--- config.mk ---
export PLATFORM = sky130hd
export DESIGN_NAME = pipe_hazard_ctrl
export DESIGN_NICKNAME = d
export VERILOG_FILES = /design/src/rtl/pipe_hazard_ctrl.sv
export SDC_FILE = /design/constraint.sdc
export NUM_CORES = 1
export LEC_CHECK = 0
export ABC_AREA = 1
export CAP_MARGIN = 20
export CORE_ASPECT_RATIO = 1.75
export CORE_UTILIZATION = 35
export CTS_BUF_LIST = sky130_fd_sc_hd__clkbuf_4 sky130_fd_sc_hd__clkbuf_8
export DETAILED_ROUTE_END_ITERATION = 16
export GPL_ROUTABILITY_DRIVEN = 0
export MAX_ROUTING_LAYER = met4
export PLACE_DENSITY = 0.81
export REMOVE_ABC_BUFFERS = 1
export SETUP_SLACK_MARGIN = 0.1
export SLEW_MARGIN = 20
export SYNTH_ARGS = -nofsm -noshare
export SYNTH_HDL_FRONTEND = slang
export SYNTH_SLANG_ARGS = --single-unit
--- constraint.sdc ---
create_clock -name clk -period 1.99 [get_ports clk]
set_input_delay 0.4975 -clock clk [delete_from_list [all_inputs] [get_ports clk]]
set_output_delay 0.4975 -clock clk [all_outputs]
set_load 0.03 [all_outputs]
--- src/rtl/pipe_hazard_ctrl.sv ---
// pipe_hazard_ctrl: central pipeline sequencer for the five-stage MIPS core.
// Drives PC / IF/ID / ID/EX / EX/MEM / MEM/WB write enables, flushes and the
// MEM/WB bubble; resolves load-use, taken-branch and data-memory waits.
// Ports: clk, rst (sync, active-high); IFID_Rs/Rt, IDEX_MemRead/Rt,
//   EX_BranchTaken, EXMEM_MemRead/MemWrite, dmem_ready in;
//   dmem_req, *_write, IFID_flush, IDEX_flush, MEMWB_bubble,
//   mem_timeout_err, stall_cnt, flush_cnt out.
// Optional: define HAZARD_PERF_CNT_EN to build the stall/flush counters.
module pipe_hazard_ctrl #(
   parameter int CNT_W       = 16,
   parameter int MEM_TIMEOUT = 15
) (
   input  logic             clk,
   input  logic             rst,
   input  logic [4:0]       IFID_Rs,
   input  logic [4:0]       IFID_Rt,
   input  logic             IDEX_MemRead,
   input  logic [4:0]       IDEX_Rt,
   input  logic             EX_BranchTaken,
   input  logic             EXMEM_MemRead,
   input  logic             EXMEM_MemWrite,
   input  logic             dmem_ready,
   output logic             dmem_req,
   output logic             PC_write,
   output logic             IFID_write,
   output logic             IDEX_write,
   output logic             EXMEM_write,
   output logic             MEMWB_write,
   output logic             IFID_flush,
   output logic             IDEX_flush,
   output logic             MEMWB_bubble,
   output logic             mem_timeout_err,
   output logic [CNT_W-1:0] stall_cnt,
   output logic [CNT_W-1:0] flush_cnt
);

   localparam int WC_W = $clog2(MEM_TIMEOUT + 1);
   localparam logic [WC_W-1:0] WC_MAX = WC_W'(MEM_TIMEOUT);

   typedef enum logic [1:0] {
      RUN      = 2'd0,
      MEM_WAIT = 2'd1,
      MEM_ERR  = 2'd2
   } state_e;

   state_e          state_q, state_d;
   logic [WC_W-1:0] wcnt_q, wcnt_d;
   logic            err_q, err_d;
   logic            mem_op;
   logic            load_use;
   logic            frozen;

   always_comb begin
      mem_op   = EXMEM_MemRead | EXMEM_MemWrite;
      load_use = IDEX_MemRead && (IDEX_Rt != 5'd0) &&
                 ((IDEX_Rt == IFID_Rs) || (IDEX_Rt == IFID_Rt));
   end

   // State register
   always_ff @(posedge clk) begin
      if (rst) begin
         state_q <= RUN;
         wcnt_q  <= '0;
         err_q   <= 1'b0;
      end else begin
         state_q <= state_d;
         wcnt_q  <= wcnt_d;
         err_q   <= err_d;
      end
   end

   // Next-state logic; wcnt holds the stall cycle number while waiting
   always_comb begin
      state_d = state_q;
      wcnt_d  = wcnt_q;
      unique case (state_q)
         RUN: begin
            if (mem_op && !dmem_ready) begin
               state_d = MEM_WAIT;
               wcnt_d  = WC_W'(1);
            end
         end
         MEM_WAIT: begin
            if (dmem_ready) begin
               state_d = RUN;
            end else if (wcnt_q == WC_MAX) begin
               state_d = MEM_ERR;
            end else begin
               wcnt_d = wcnt_q + 1'b1;
            end
         end
         MEM_ERR: state_d = MEM_ERR;
         default: state_d = RUN;
      endcase
      err_d = err_q | (state_d == MEM_ERR);
   end

   // Mealy outputs; memory stall beats branch, branch beats load-use
   always_comb begin
      dmem_req     = 1'b0;
      frozen       = 1'b0;
      PC_write     = 1'b1;
      IFID_write   = 1'b1;
      IDEX_write   = 1'b1;
      EXMEM_write  = 1'b1;
      MEMWB_write  = 1'b1;
      IFID_flush   = 1'b0;
      IDEX_flush   = 1'b0;
      MEMWB_bubble = 1'b0;
      unique case (state_q)
         RUN: begin
            dmem_req = mem_op;
            frozen   = mem_op && !dmem_ready;
         end
         MEM_WAIT: begin
            dmem_req = 1'b1;
            frozen   = !dmem_ready;
         end
         MEM_ERR: frozen = 1'b1;
         default: frozen = 1'b1;
      endcase
      if (frozen) begin
         PC_write     = 1'b0;
         IFID_write   = 1'b0;
         IDEX_write   = 1'b0;
         EXMEM_write  = 1'b0;
         MEMWB_write  = 1'b0;
         MEMWB_bubble = 1'b1;
      end else if (EX_BranchTaken) begin
         IFID_flush = 1'b1;
         IDEX_flush = 1'b1;
      end else if (load_use) begin
         PC_write   = 1'b0;
         IFID_write = 1'b0;
         IDEX_flush = 1'b1;
      end
      if (rst) begin
         dmem_req     = 1'b0;
         PC_write     = 1'b0;
         IFID_write   = 1'b0;
         IDEX_write   = 1'b0;
         EXMEM_write  = 1'b0;
         MEMWB_write  = 1'b0;
         IFID_flush   = 1'b1;
         IDEX_flush   = 1'b1;
         MEMWB_bubble = 1'b1;
      end
   end

   assign mem_timeout_err = err_q;

`ifdef HAZARD_PERF_CNT_EN
   logic [CNT_W-1:0] stall_q, stall_d;
   logic [CNT_W-1:0] flush_q, flush_d;

   // Saturating counters
   always_comb begin
      stall_d = stall_q;
      flush_d = flush_q;
      if (!PC_write && !(&stall_q)) stall_d = stall_q + 1'b1;
      if (IFID_flush && !(&flush_q)) flush_d = flush_q + 1'b1;
   end

   always_ff @(posedge clk) begin
      if (rst) begin
         stall_q <= '0;
         flush_q <= '0;
      end else begin
         stall_q <= stall_d;
         flush_q <= flush_d;
      end
   end

   assign stall_cnt = stall_q;
   assign flush_cnt = flush_q;
`else
   assign stall_cnt = '0;
   assign flush_cnt = '0;
`endif

endmodule

==> results.toml <==
[layout]
layout.nets = 202
drive_gt1_frac = 0.354
final_cells = 203
antenna_cells = 0
area_growth_pct = 34.4

[critical_path]
cp.arrival_ns = 1.38
start_kind = "input pin"
critPathTopFamily = "buffers and inverters"
r2r_cells = 6
slowest_delay_ns = 0.25
worstPathRequired_ns = 1.49
crit_buf_inv = 3
cp_num_cells = 6
cp-end-kind = "output pin"
path_cells = "clkdlybuf4s15_2 -> nor2_4 -> nand3b_4 -> nor2_4 -> buf_4 -> buf_4"
worstPathMaxFanout = 3
slowest_stage = "clkdlybuf4s15_2"
worstSetupPathType = "input pin to output pin"

[routing]
drt_wl_total_mm = 1.75
wl_per_cell_um = 8.64
drt_drc_violations_left = 0
vias = 832
drtIter0Drc = 3
dr.pass1.iters = 3
ant_nets = 0
routed_via_density = 4.10

[timing]
setup_violations = 0
rsz0062_at_grt = "yes"
final_max_slew_viol_count = 0
fin_crit_sh = 0.945
hold_viol = 0
holdWs_ns = 0.486
period_minus_slack_ns = 1.88
finClkSkew_ns = 0.00109
fmax_mhz = 532

[grt]
antenna_found_initial = 0
grt_pass1_wl_mm = 2.61
grt_use_total = 0.147
grt_max_degree = 9
grt_pass1_vias = 682
grt_overflow = 0

[hold_path]
holdCritPathClass = "register to register"
min_delay_path_depth = 2

[power_and_ir_drop]
p_per_area_mw_per_mm2 = 553
p_leak_uw = 0.000674
power_uw = 659
irDropWorstVdd_mv = 0.425

[outcome]
status = "complete, no violations"

[yosys]
synthTopCellsByArea = "buf_4 (30%), dfxtp_1 (16%), nand2_1 (12%)"
yosysWarnings = 0
syn_area_per_cell_um2 = 6.29
syn_area_um2 = 887
ys_types = 24
ys_seq_elements = 7
syn-instance-count = 141
synth_top_cell_area_share = 0.296
yosysSeqAreaShare = 0.158
yosys.area.top_type = "buf_4"

[cts]
path_clk_slew_ns = 0.04
h-tree-depth = 1
cts_tree = "built"
numCtsBuffers = 3
clock_latency_ns = 0.23
clock-sinks = 7
cts-root-buf = "clkbuf_8"
clockBufferDepth = 2

[die]
die_width_um = 40.1
ioPinCount = 64
rows = 23
fp.dieArea_mm2 = 0.00275
start_util = 0.381
die_h_um = 68.6
core_area_mm2 = 0.00233

[flow_run]
cap_violations = 0

[place]
dp_hpwl_mm = 1.49
io_buffers = 31
post-place-cells = 199
==> cells by family (layout without fill, tap and decap cells) <==
kind of cell | Yosys count | in the layout | share of synthesized area
other cells | 1 | 32 | 0.00423
buf+inv | 59 | 65 | 0.398
compound gates | 9 | 9 | 0.0592
xor+xnor | 2 | 2 | 0.0197
simple gates | 62 | 62 | 0.347
flops | 7 | 7 | 0.158
fa+ha+maj | 1 | 1 | 0.0141
==> tightest hold or removal path, cell delays in order, from the launching register on <==
cell and delay (ns):
dfxtp_1 0.34, nand2_1 0.05, o21ai_0 0.06
==> state kept, by name (all words and copies together), names as in the netlist <==
register         flops
wcnt_q               4
state_q              2
mem_timeout_err      1
==> what timing repair did <==
| action | 4_1_cts | 5_1_grt |
|---|---|---|
| gates resized for setup | 86 | 24 |
| setup endpoints to repair | 9 | 7 |
| setup buffers | 0 | 0 |
| hold buffers | 0 | 0 |
| pin swaps | 30 | 18 |
==> synth_stat cells (all sizes together) <==
library cell	n
dfxtp	7
nand4	1
a21oi	3
xnor2	2
a31oi	1
a211oi	1
buf	35
nand3b	2
nor3	4
and3	1
ha	1
nand3	4
nand2	33
inv	24
conb	1
nor2	17
o21ai	4
==> worst paths after layout <==
kind                         from         endpoint  slack, ns
hold reg to reg   mem_timeout_err  mem_timeout_err       0.49
hold / removal    mem_timeout_err  mem_timeout_err       0.49
setup reg to reg        wcnt_q[0]        wcnt_q[3]       0.74
setup / recovery       dmem_ready       IDEX_write       0.11
==> layout make-up <==
class / count / area [um^2]
fillers: 242 / 1140
repair buffers: 37 / 320
flip-flops and latches: 7 / 144
inverters: 24 / 92.6
clock buffers: 4 / 48.8
multi-input cells: 106 / 556
well taps: 25 / 31.3
==> layer usage <==
layer  global-route usage  routed length (um)
met5                    -                   0
met3               0.0353                 134
met2                0.276                1050
met1                0.116                 528
met4               0.0905                  38
==> cell usage in the layout, fill, tap and decap left out, types with 2 or more instances in the layout <==
| cell type | count |
|---|---|
| inv_1 | 16 |
| dlygate4sd2_1 | 2 |
| xnor2_1 | 2 |
| buf_6 | 11 |
| nand3_2 | 2 |
| clkbuf_8 | 3 |
| conb_1 | 32 |
| nor2_1 | 12 |
| dfxtp_1 | 6 |
| nand2_4 | 3 |
| nor3_2 | 2 |
| buf_2 | 9 |
| nor2_4 | 4 |
| nor3_1 | 2 |
| buf_4 | 10 |
| nand2_2 | 4 |
| nand3_1 | 2 |
| o21ai_0 | 2 |
| a21oi_1 | 3 |
| inv_2 | 7 |
| nand2_1 | 26 |
==> power by group <==
| part | switching, uW | total, uW | internal [uW] |
|---|---|---|---|
| clock | 63.3 | 216 | 152 |
| sequential | 5.74 | 151 | 145 |
| combinational | 194 | 293 | 98.6 |
| total | 263 | 659 | 396 |
==> through the flow <==
| step | instance area (um^2) | setup slack, ns | TNS, ns | util |
|---|---|---|---|---|
| global route | 1190 | 0.0568 | 0 | 0.512 |
| detailed placement | 1100 | -0.329 | -1.98 | 0.474 |
| floorplan | 741 | -0.630 | -2.10 | - |
| global placement | 1100 | -0.321 | -1.97 | 0.474 |
| finish | 1190 | 0.110 | 0 | 0.512 |
| CTS | 1110 | 0.102 | 0 | 0.475 |
Note: power is estimated with default switching activity, not from simulation.
